<file path="src/rtl/elink_2bit_tx_serializer.sv">
// ---------------------------------------------------------------------------
// elink_2bit_tx_serializer
//
// Transmit framer for a 2-bit DDR e-link. Pre-encoded 8b10b symbols are
// queued in a small FIFO and sent as five 2-bit pairs, one pair per clk.
// When there is no data, or transmission is disabled, K28.5 commas are
// inserted with alternating running disparity so the far end keeps word lock.
//
// Ports
//   clk           elink word clock, one pair per rising edge
//   reset         synchronous, active-high
//   enable        1: FIFO may be popped at a symbol boundary; 0: idles only
//   din           10-bit 8b10b symbol, bit 9 goes out first
//   din_valid     din carries a symbol this cycle
//   din_ready     FIFO has room (combinational from registered level)
//   tx_elink2bit  pair for the DDR output register; [0] = D1 (first bit out)
//   fifo_level    number of symbols currently queued
//   sym_strobe    1-cycle pulse while the first pair of a symbol is driven
//   sym_is_idle   the symbol being shifted out is an inserted comma
//
// FIFO_DEPTH must be a power of two >= 2 so the pointers wrap naturally.
// ---------------------------------------------------------------------------
module elink_2bit_tx_serializer #(
    parameter int unsigned FIFO_DEPTH = 4,
    parameter logic [9:0]  IDLE_NEG   = 10'b0011111010,
    parameter logic [9:0]  IDLE_POS   = 10'b1100000101
) (
    input  logic                              clk,
    input  logic                              reset,
    input  logic                              enable,
    input  logic [9:0]                        din,
    input  logic                              din_valid,
    output logic                              din_ready,
    output logic [1:0]                        tx_elink2bit,
    output logic [$clog2(FIFO_DEPTH+1)-1:0]   fifo_level,
    output logic                              sym_strobe,
    output logic                              sym_is_idle
);

    localparam int unsigned       PTR_W    = $clog2(FIFO_DEPTH);
    localparam int unsigned       LVL_W    = $clog2(FIFO_DEPTH + 1);
    localparam logic [LVL_W-1:0]  FULL_LVL = LVL_W'(FIFO_DEPTH);

    // Phases 0..3 shift out pairs 2..5; PH_LOAD picks the next symbol and
    // drives its first pair, so a symbol occupies exactly five cycles.
    typedef enum logic [2:0] {
        PH_S0   = 3'd0,
        PH_S1   = 3'd1,
        PH_S2   = 3'd2,
        PH_S3   = 3'd3,
        PH_LOAD = 3'd4
    } phase_e;

    // ---------------------------------------------------------------------
    // State
    // ---------------------------------------------------------------------
    logic [9:0]       mem_q [FIFO_DEPTH];
    logic [PTR_W-1:0] wr_ptr_q, wr_ptr_d;
    logic [PTR_W-1:0] rd_ptr_q, rd_ptr_d;
    logic [LVL_W-1:0] level_q,  level_d;
    phase_e           phase_q,  phase_d;
    logic [9:0]       sreg_q,   sreg_d;
    logic             pol_q,    pol_d;     // 0: next idle is IDLE_NEG
    logic [1:0]       tx_q,     tx_d;
    logic             strobe_q, strobe_d;
    logic             idle_q,   idle_d;

    logic             push;
    logic             pop;
    logic [9:0]       word;

    // No bypass: a full FIFO refuses input even when a pop is happening.
    assign din_ready = (level_q != FULL_LVL);
    assign push      = din_valid && din_ready;
    assign pop       = (phase_q == PH_LOAD) && enable && (level_q != '0);

    // Symbol chosen at the load boundary: FIFO head, else current comma.
    assign word = pop ? mem_q[rd_ptr_q] : (pol_q ? IDLE_POS : IDLE_NEG);

    // ---------------------------------------------------------------------
    // Next-state logic
    // ---------------------------------------------------------------------
    always_comb begin
        wr_ptr_d = wr_ptr_q;
        rd_ptr_d = rd_ptr_q;
        level_d  = level_q;
        phase_d  = phase_q;
        sreg_d   = sreg_q;
        pol_d    = pol_q;
        tx_d     = tx_q;
        strobe_d = 1'b0;
        idle_d   = idle_q;

        if (push) begin
            wr_ptr_d = wr_ptr_q + 1'b1;
        end
        if (pop) begin
            rd_ptr_d = rd_ptr_q + 1'b1;
        end

        unique case ({push, pop})
            2'b10:   level_d = level_q + 1'b1;
            2'b01:   level_d = level_q - 1'b1;
            default: level_d = level_q;
        endcase

        // Pair ordering: the earlier bit of each pair lands in [0] (D1).
        unique case (phase_q)
            PH_LOAD: begin
                tx_d     = {word[8], word[9]};
                sreg_d   = {word[7:0], 2'b00};
                strobe_d = 1'b1;
                idle_d   = !pop;
                phase_d  = PH_S0;
                // Disparity only alternates across inserted commas; data
                // symbols carry whatever disparity upstream chose.
                if (!pop) begin
                    pol_d = !pol_q;
                end
            end
            PH_S0, PH_S1, PH_S2, PH_S3: begin
                tx_d    = {sreg_q[8], sreg_q[9]};
                sreg_d  = {sreg_q[7:0], 2'b00};
                phase_d = phase_e'(phase_q + 3'd1);
            end
            default: begin
                // Unreachable encodings recover to a load boundary.
                phase_d = PH_LOAD;
            end
        endcase
    end

    // ---------------------------------------------------------------------
    // Registers
    // ---------------------------------------------------------------------
    always_ff @(posedge clk) begin
        if (reset) begin
            wr_ptr_q <= '0;
            rd_ptr_q <= '0;
            level_q  <= '0;
            phase_q  <= PH_LOAD;
            sreg_q   <= '0;
            pol_q    <= 1'b0;
            tx_q     <= 2'b00;
            strobe_q <= 1'b0;
            idle_q   <= 1'b0;
        end else begin
            wr_ptr_q <= wr_ptr_d;
            rd_ptr_q <= rd_ptr_d;
            level_q  <= level_d;
            phase_q  <= phase_d;
            sreg_q   <= sreg_d;
            pol_q    <= pol_d;
            tx_q     <= tx_d;
            strobe_q <= strobe_d;
            idle_q   <= idle_d;
        end
    end

    // Storage needs no reset; pointers and level define what is valid.
    always_ff @(posedge clk) begin
        if (push && !reset) begin
            mem_q[wr_ptr_q] <= din;
        end
    end

    assign tx_elink2bit = tx_q;
    assign fifo_level   = level_q;
    assign sym_strobe   = strobe_q;
    assign sym_is_idle  = idle_q;

endmodule
</file>
<file path="config.mk">
export PLATFORM = sky130hd
export DESIGN_NAME = elink_2bit_tx_serializer
export DESIGN_NICKNAME = d
export VERILOG_FILES = /design/src/rtl/elink_2bit_tx_serializer.sv
export SDC_FILE = /design/constraint.sdc
export NUM_CORES = 1
export LEC_CHECK = 0
export ABC_CLOCK_PERIOD_IN_PS = 3200
export CORE_MARGIN = 5
export CORE_UTILIZATION = 40
export CTS_CLUSTER_SIZE = 40
export DETAILED_ROUTE_END_ITERATION = 10
export HOLD_SLACK_MARGIN = 0.03
export PLACE_DENSITY = 0.6
export SLEW_MARGIN = 20
export SYNTH_ARGS = -nofsm -noshare
export SYNTH_HDL_FRONTEND = slang
export SYNTH_SLANG_ARGS = --single-unit
export TNS_END_PERCENT = 100
</file>
<file path="constraint.sdc">
create_clock -name clk -period 3.2 [get_ports clk]
set_input_delay 0.64 -clock clk [delete_from_list [all_inputs] [get_ports clk]]
set_output_delay 0.64 -clock clk [all_outputs]
set_load 0.01 [all_outputs]
</file>
==> out/metrics.yaml, run 1 <==
status: "completed"
clk_latency_ps: 330
critPathLaunch: "enable"
hold_class: "reg2reg"
ctsResizeCount: 0
setup-tns-final_ps: 0
overflow: 0
cts_sinks: 65
first_iter_violations: 56
mostFrequentLayoutCells: "edfxtp_1 (40), dfxtp_1 (25), clkdlybuf4s50_1 (21), inv_1 (14)"
initial_utilization: 0.404
wire_per_inst_um: 15.0
r2r_setup_slack_ps: 980
final_common_cell: "edfxtp_1"
cts_htree_levels: 3
rows: 30
clk_path_buf_depth: 2
cp_cell_sequence: "clkdlybuf4s50_1 > o31ai_1 > nor2_2 > ha_1 > inv_1 > fa_1 > xor2_1 > or3_1 > a21oi_1"
crit_type: "in2reg"
cts_hold_buf: 0
r2r_cells: 8
hold-path-cell-count: 1
nFillCells: 605
cts_buffers: 9
timing.final.max_slew_violations: 0
cts_setup_buffers: 0
grt_pass1_vias: 1544
ys_warn_count: 0
cpPeakStageDelay_ps: 480
synth_top_cell_area_share: 0.445
slew_headroom: 0.531
cts_tree: "done"
cp.buffers_inverters: 2
dieWidth_um: 92.2
drtAntennaViolNets: 0
critPathArrivalTime_ps: 2630
grt_use_total: 0.119
drc_errors: 0
cts.clk_slew.worst_paths_ps: 70
ioPinCount: 22
routed_wl_mm: 4.52
cp_data_required_time_ps: 3460
max-cap-violations: 0
port_buffers: 21
area_growth_pct: 17.4
cp-end-kind: "flip-flop"
netlist_area_sq_um: 2700
worstHoldEndpoint: "phase_q[0]"
peakVddDrop_uv: 367
min_period_ps: 2370
min_from: "phase_q[0]"
final_min_period_over_clock_period: 0.741
setup_viol: 0
yosys.area.top_type: "edfxtp_1"
netlist_instances: 190
ys_seq_elements: 65
ys_types: 37
synthTopCellsByArea: "edfxtp_1 (44%), dfxtp_1 (19%), mux4_2 (8.3%)"
drive_above_1_share: 0.135
gp_congestion: 0.711
reg2reg_to: "fifo_level[2]"
core_area_sq_um: 6680
cp_slowest_cell: "clkdlybuf4s50_1"
hold_ws_ps: 494
antenna_found_initial: 0
syn_avg_cell_area_sq_um: 14.2
synth_fp_nets: 215
worstMarginPinSlew_ps: 703
final_net_count: 243
viasPerCell: 4.96
dr.pass1.iters: 4
crit_path_start_kind: "input port"
crit_family: "adder cells"
finalClockSkew_ps: 10.0
grt_pass1_wl_mm: 7.73
p_leak_nw: 1.13
hpwl_mm: 2.97
rsz0062_at_grt: "no"
grt_max_degree: 16
fmax_ghz: 0.422
die_h_um: 92.2
root_buffer: "clkbuf_8"
vias: 1497
finalHoldViolations: 0
power_density_nw_per_um2: 708
die-area_sq_um: 8500
synth-seq-area-share: 0.630
r2r-start: "fifo_level[2]"
antennaDiodeCount: 0
critical_path.max_fanout: 3
==> cell type report <==
cell class                      instances  area (sq um)  share of cell area
Clock inverter                          4          45.0              0.0142
Sequential cell                        65          1700               0.537
Clock buffer                           11           131              0.0414
Tap cell                               80           100              0.0316
Inverter                               16          60.1              0.0189
Multi-Input combinational cell        102           900               0.284
Timing Repair Buffer                   24           233              0.0734
==> cell usage after synthesis <==
master and number:
and3b_1 1, xnor2_1 2, and2_1 13, nor4_1 1, o21ai_0 1, fa_1 1
clkbuf_1 3, a21oi_1 6, clkbuf_2 1, or2_1 1, o31ai_1 1, buf_6 1
a211oi_2 1, edfxtp_1 40, o2bb2ai_1 1, nand3_1 3, nor3b_1 1, inv_1 14
clkinv_1 2, nor3_1 4, nand2_2 1, or3b_1 1, o221ai_1 8, nor2_1 13
dfxtp_1 25, or3_1 2, o21bai_2 1, xor2_1 3, buf_2 1, nand2_1 5
nor2_2 1, mux4_2 10, o31a_1 1, buf_4 1, mux2i_1 8, o21ai_1 1
ha_1 10
==> metrics by stage <==
| step | cell area, sq um | worst slack [ps] | power (mW) | instances | util |
|---|---|---|---|---|---|
| after floorplan | 2700 | 972 | 1.47 | 190 | - |
| final | 3170 | 829 | 2.24 | 302 | 0.475 |
| after CTS | 3170 | 828 | 2.28 | 302 | 0.475 |
| after global placement | 2990 | 526 | 1.64 | 287 | 0.448 |
| after global routing | 3170 | 711 | 2.39 | 302 | 0.475 |
| after detailed placement | 2990 | 481 | 1.64 | 287 | 0.448 |
==> per-layer routing <==
metal  up-vias  global-route usage  part of all wire
li1        752                   -                 -
met3         9              0.0287             0.029
met4         0              0.0668             0.019
met1       715               0.157              0.50
met2        21               0.180              0.45
met5         -                   0                 0
==> registers in the layout, indices dropped and copies added (netlist names), named ones only <==
signal	count
tx_elink2bit	2
rd_ptr_q	2
sym_strobe	1
phase_q	3
wr_ptr_q	2
sreg_q	8
sym_is_idle	1
fifo_level	3
mem_q	40
pol_q	1
==> report_power, final <==
| part | switching [mW] | internal (mW) | leakage, nW |
|---|---|---|---|
| logic | 0.242 | 0.268 | 0.471 |
| clock network | 0.281 | 0.352 | 0.0929 |
| registers | 0.0931 | 1.01 | 0.569 |
==> how the worst max path moves through the flow <==
stage	end	slack (ps)	cells after the start
floorplan	fifo_level[2]	970	11
CTS	fifo_level[2]	830	9
finish	fifo_level[2]	830	9
detailed placement	fifo_level[2]	480	9
global placement	fifo_level[2]	530	9
global route	fifo_level[2]	710	9
==> kinds of logic (layout without fill, tap and decap cells) <==
kind of cell | count (synthesis) | after routing | synth area share
simple gates | 47 | 47 | 0.0913
compound gates | 21 | 21 | 0.0588
xor+xnor | 5 | 5 | 0.0162
buf+inv | 23 | 55 | 0.0371
flops | 65 | 65 | 0.630
fa+ha+maj | 11 | 11 | 0.0537
mux | 18 | 18 | 0.113
Power figures use the tool's default switching activity.
==> run 2: changes to the inputs <==
--- a/config.mk
+++ b/config.mk
@@ -5,13 +5,13 @@
 export SDC_FILE = /design/constraint.sdc
 export NUM_CORES = 1
 export LEC_CHECK = 0
-export ABC_CLOCK_PERIOD_IN_PS = 3200
+export ABC_CLOCK_PERIOD_IN_PS = 2150
 export CORE_MARGIN = 5
 export CORE_UTILIZATION = 40
 export CTS_CLUSTER_SIZE = 40
 export DETAILED_ROUTE_END_ITERATION = 10
 export HOLD_SLACK_MARGIN = 0.03
-export PLACE_DENSITY = 0.6
+export PLACE_DENSITY = 0.63
 export SLEW_MARGIN = 20
 export SYNTH_ARGS = -nofsm -noshare
 export SYNTH_HDL_FRONTEND = slang
==> constraint.sdc (replaced) <==
create_clock -name clk -period 2.15 [get_ports clk]
set_input_delay 0.43 -clock clk [delete_from_list [all_inputs] [get_ports clk]]
set_output_delay 0.43 -clock clk [all_outputs]
set_load 0.01 [all_outputs]
==> run 2 against run 1 <==
Non-clock buffer count increased by 12. Cell area increased by 6.6%. First-iteration DRC count increased by 41%. Hold slack improved by 2.0 ps. Critical path depth decreased by 1. Via count increased by 4.9%. Sequential power increased by 44%. Clock skew decreased by 1.3 ps. Sequential cell count unchanged. Setup slack got worse by 750 ps. Cell count increased by 4.3%. Critical path type is now reg2reg. Largest cell class unchanged.
==> out/metrics.yaml, run 2 (same netlist as run 1, synthesis figures left out) <==
die_h_um: 92.2  # unchanged
final_common_cell: "edfxtp_1"
cp-end-kind: "flip-flop"
antennaDiodeCount: 0  # unchanged
dieWidth_um: 92.2  # unchanged
viasPerCell: 4.98  # +0.55%
cts_buffers: 9  # unchanged
clk_latency_ps: 340  # about the same
critPathArrivalTime_ps: 2340  # -290 ps
overflow: 0  # unchanged
setup_viol: 0  # unchanged
drc_errors: 0  # unchanged
initial_utilization: 0.404  # unchanged
cts_htree_levels: 3  # unchanged
crit_path_start_kind: "flip-flop"
cts.clk_slew.worst_paths_ps: 80  # about the same
hold_ws_ps: 496  # +2.00 ps
final_min_period_over_clock_period: 0.962
dp_cells: 299  # +4.2%
min_period_ps: 2070
cts_sinks: 65  # unchanged
root_buffer: "clkbuf_8"
worstMarginPinSlew_ps: 707  # +3.93 ps
cts_tree: "done"
top_register: "mem_q"
finalClockSkew_ps: 8.74  # -1.30 ps
vias: 1570  # +4.9%
die-area_sq_um: 8500  # unchanged
grt_pass1_wl_mm: 7.63  # -1.3%
rsz0062_at_grt: "no"
fmax_ghz: 0.483
hold_class: "reg2reg"
slew_headroom: 0.528  # -0.00262
peakVddDrop_uv: 509  # +39%
port_buffers: 21  # unchanged
nFillCells: 591  # -2.3%
setup-tns-final_ps: 0  # unchanged
grt_use_total: 0.120  # +0.000546
drive_above_1_share: 0.204  # +0.0691
mostFrequentLayoutCells: "edfxtp_1 (40), dfxtp_1 (24), clkdlybuf4s50_1 (21), inv_1 (14)"
drtAntennaViolNets: 0  # unchanged
cp_data_required_time_ps: 2420  # -1040 ps
power_density_nw_per_um2: 1080  # +52%
clk_path_buf_depth: 2  # unchanged
dr.pass1.iters: 4  # unchanged
rows: 30  # unchanged
timing.final.max_slew_violations: 0  # unchanged
regArea_sq_um: 1700  # about the same
status: "completed"
hpwl_mm: 3.09  # +3.8%
grt_pass1_vias: 1556  # +0.78%
grt_max_degree: 18  # +2
top_regs: "mem_q x40, sreg_q x8"
crit_type: "reg2reg"
first_iter_violations: 79  # +41%
core_area_sq_um: 6680  # unchanged
area_growth_pct: 25.2
routed_wl_mm: 4.70  # +4.1%
gp_congestion: 0.703  # -1.0%
critical_path.max_fanout: 3  # unchanged
finalHoldViolations: 0  # unchanged
largest_reg_flops: 40  # unchanged
ioPinCount: 22  # unchanged
final_net_count: 255  # +4.9%
p_leak_nw: 1.23  # +8.2%
max-cap-violations: 0  # unchanged
antenna_found_initial: 0  # unchanged
wire_per_inst_um: 14.9  # -0.20%
multi_input_area_sq_um: 935  # +3.9%
fin_cells: 315  # +4.3%
-- run 2: cell type report --
cell class / instances / area share
multi-input cells: 102 / 0.276
clock buffers: 10 / 0.0377
flip-flops and latches: 65 / 0.504
clock inverters: 6 / 0.0244
repair buffers: 36 / 0.110
well taps: 80 / 0.0296
inverters: 16 / 0.0178
-- run 2: metal layers --
layer	up-vias	GRT usage	part of all wire
li1	778	-	-
met1	764	0.142	0.46
met2	21	0.196	0.49
met3	7	0.0336	0.031
met4	0	0.0656	0.017
met5	-	0	0
-- run 2: per-stage QoR --
stage / power, mW / util / setup WS (ps) / area [sq um]
after global routing: 3.86 / 0.506 / 17.5 / 3380
after global placement: 2.56 / 0.473 / -182 / 3160
after floorplan: 2.22 / - / 2.73 / 2730
after detailed placement: 2.57 / 0.473 / -225 / 3160
after CTS: 3.69 / 0.504 / 61.1 / 3370
final: 3.65 / 0.506 / 81.7 / 3380
-- run 2: what timing repair did --
item,in CTS,in global routing
endpoints found under the setup margin,0,1
gates resized for setup,0,1
buffers inserted,0,0
hold buffers,0,0
-- run 2: worst paths after layout --
check           startpoint             to  slack, ps  depth (start not counted)
min reg2reg    sym_is_idle    sym_is_idle        500                          2
max          fifo_level[2]  fifo_level[2]         80                          8
min            sym_is_idle    sym_is_idle        500                          2
max reg2reg  fifo_level[2]  fifo_level[2]         80                          8
-- run 2: worst max-delay path, stage by stage, from the launching register on --
cell and delay, ps:
dfxtp_2 340, or3b_4 400, nand2_2 120, ha_4 140
inv_1 40, fa_1 360, xor2_1 150, or3_1 300
a21oi_1 150
-- run 2: power by group --
group	leakage (nW)	internal, mW	switching (mW)
clock	0.108	0.647	0.468
combinational	0.549	0.499	0.448
sequential	0.570	1.50	0.0835
total	1.23	2.65	0.999
==> run 3: changes to the inputs <==
--- a/config.mk
+++ b/config.mk
@@ -7,11 +7,11 @@
 export LEC_CHECK = 0
 export ABC_CLOCK_PERIOD_IN_PS = 2150
 export CORE_MARGIN = 5
-export CORE_UTILIZATION = 40
+export CORE_UTILIZATION = 28
 export CTS_CLUSTER_SIZE = 40
 export DETAILED_ROUTE_END_ITERATION = 10
 export HOLD_SLACK_MARGIN = 0.03
-export PLACE_DENSITY = 0.63
+export PLACE_DENSITY = 0.48
 export SLEW_MARGIN = 20
 export SYNTH_ARGS = -nofsm -noshare
 export SYNTH_HDL_FRONTEND = slang
==> run 3 against run 2 <==
Fmax increased by 0.38%. Clock skew increased by 2.2 ps. Global-route usage decreased by 2.9 points. Largest power group unchanged. Clock-buffer cell count decreased by 1. Via count decreased by 0.19%. Die area increased by 38%. Sequential cell count unchanged. Sequential power about the same. Largest cell class unchanged. Wire length increased by 5.5%.
==> out/metrics.yaml, run 3 (same netlist as run 1, synthesis figures left out) <==
antennaDiodeCount: 0  # unchanged
core_area_sq_um: 9330  # +40%
dp_cells: 350  # +17%
power_density_nw_per_um2: 1030  # -4.5%
peakVddDrop_uv: 356  # -30%
multi_input_area_sq_um: 960  # +2.7%
worstMarginPinSlew_ps: 715  # +8.28 ps
dieWidth_um: 108  # +17%
cts_buffers: 9  # unchanged
port_buffers: 21  # unchanged
finalHoldViolations: 0  # unchanged
hold_ws_ps: 504  # +7.80 ps
cts_tree: "done"
routed_wl_mm: 4.96  # +5.5%
cp_cell_sequence: "or3b_4 > nand2_4 > ha_4 > inv_1 > fa_2 > xor2_1 > or3_1 > a21oi_2"
critPathArrivalTime_ps: 2330  # about the same
drc_errors: 0  # unchanged
root_buffer: "clkbuf_8"
clk_latency_ps: 330  # about the same
grt_use_total: 0.0913  # -0.0286
fin_cells: 366  # +16%
dr.pass1.iters: 4  # unchanged
final_common_cell: "edfxtp_1"
cts_sinks: 65  # unchanged
initial_utilization: 0.290  # -0.115
grt_pass1_wl_mm: 7.89  # +3.3%
rows: 35  # +17%
fmax_ghz: 0.485  # +0.38%
regArea_sq_um: 1700  # about the same
area_growth_pct: 28.3
crit_type: "reg2reg"
hold_class: "reg2reg"
timing.final.max_slew_violations: 0  # unchanged
setup_viol: 0  # unchanged
wire_per_inst_um: 13.6  # -9.2%
cp_data_required_time_ps: 2420  # about the same
status: "completed"
drive_above_1_share: 0.232  # +0.0278
max-cap-violations: 0  # unchanged
cp.buffers_inverters: 1  # unchanged
p_leak_nw: 1.24  # +0.88%
grt_max_degree: 16  # -2
cp_slowest_cell: "or3b_4"
crit_family: "simple AND/OR/NAND/NOR gates"
top_layer: "met4"
first_iter_violations: 48  # -39%
cts_htree_levels: 3  # unchanged
grt_pass1_vias: 1555  # -0.064%
mostFrequentLayoutCells: "edfxtp_1 (40), dfxtp_1 (23), clkdlybuf4s50_1 (20), inv_1 (14), buf_4 (14)"
nFillCells: 892  # +51%
slew_headroom: 0.523  # -0.00552
hpwl_mm: 3.38  # +9.4%
cp-end-kind: "flip-flop"
largest_reg_flops: 40  # unchanged
top_register: "mem_q"
vias: 1567  # -0.19%
rsz0062_at_grt: "no"
wl_met1_mm: 2.32  # +6.8%
final_min_period_over_clock_period: 0.958  # -0.00364
met3_length_um: 177  # +20%
cts.clk_slew.worst_paths_ps: 70  # about the same
clk_path_buf_depth: 2  # unchanged
die-area_sq_um: 11700  # +38%
die_h_um: 108  # +17%
critical_path.max_fanout: 3  # unchanged
ioPinCount: 22  # unchanged
final_net_count: 258  # +1.2%
viasPerCell: 4.28  # -14%
wl_met2_mm: 2.38  # +3.2%
drtAntennaViolNets: 0  # unchanged
top_regs: "mem_q x40, sreg_q x8"
gp_congestion: 0.734  # +4.4%
overflow: 0  # unchanged
finalClockSkew_ps: 11.0  # +2.24 ps
min_period_ps: 2060  # -7.83 ps
crit_path_start_kind: "flip-flop"
cpPeakStageDelay_ps: 420  # +20 ps
antenna_found_initial: 0  # unchanged
run 3: cell count changes in the layout (fill, tap and decap cells not counted), sizes merged:
| cell | delta |
|---|---|
| clkinvlp | +1 |
| dlymetal6s2s | +1 |
| buf | +3 |
| clkdlybuf4s50 | -1 |
| bufinv | -1 |
| clkbuf | -1 |
run 3: report_power, final:
part	total (mW)	internal [mW]	switching (mW)
registers	1.61	1.50	0.106
logic	0.978	0.524	0.454
clock network	0.985	0.523	0.463
total	3.57	2.55	1.02
run 3: area by class of cell:
cell class	count	area share
tap	129	0.0466
clock buffer	9	0.0357
inverter	16	0.0173
timing repair buffer	39	0.115
clock inverter	6	0.0173
sequential	65	0.492
multi-input combinational	102	0.277
run 3: worst min-delay path: stages, from the launching register on:
cell	delay [ps]
dfxtp_1	310
nor2_1	100
nor4_1	50
run 3: metal layers:
layer / vias up / GRT usage
li1: 779 / -
met1: 763 / 0.111
met2: 20 / 0.147
met3: 5 / 0.0299
met4: 0 / 0.0433
met5: - / 0
run 3: repair_timing:
action,CTS,global route
buffers inserted,0,1
endpoints found under the hold margin,0,0
hold buffers,0,0
endpoints found under the setup margin,0,1
resized for setup,0,8
run 3: final timing paths:
path                       from             to  slack [ps]  cells after the start
setup / recovery  fifo_level[1]  fifo_level[2]          90                      8
hold reg to reg       sreg_q[3]      sreg_q[3]         500                      2
hold / removal        sreg_q[3]      sreg_q[3]         500                      2
setup reg to reg  fifo_level[1]  fifo_level[2]          90                      8
run 3: through the flow:
| step | setup TNS, ps | cell area (sq um) | utilization | power, mW | worst slack [ps] |
|---|---|---|---|---|---|
| CTS | 0 | 3420 | 0.367 | 3.58 | 54.8 |
| global placement | -194 | 3240 | 0.347 | 2.58 | -194 |
| global route | 0 | 3470 | 0.372 | 3.79 | 10.9 |
| detailed placement | -242 | 3240 | 0.347 | 2.58 | -242 |
| finish | 0 | 3470 | 0.372 | 3.57 | 89.5 |
| floorplan | 0 | 2730 | - | 2.22 | 2.73 |
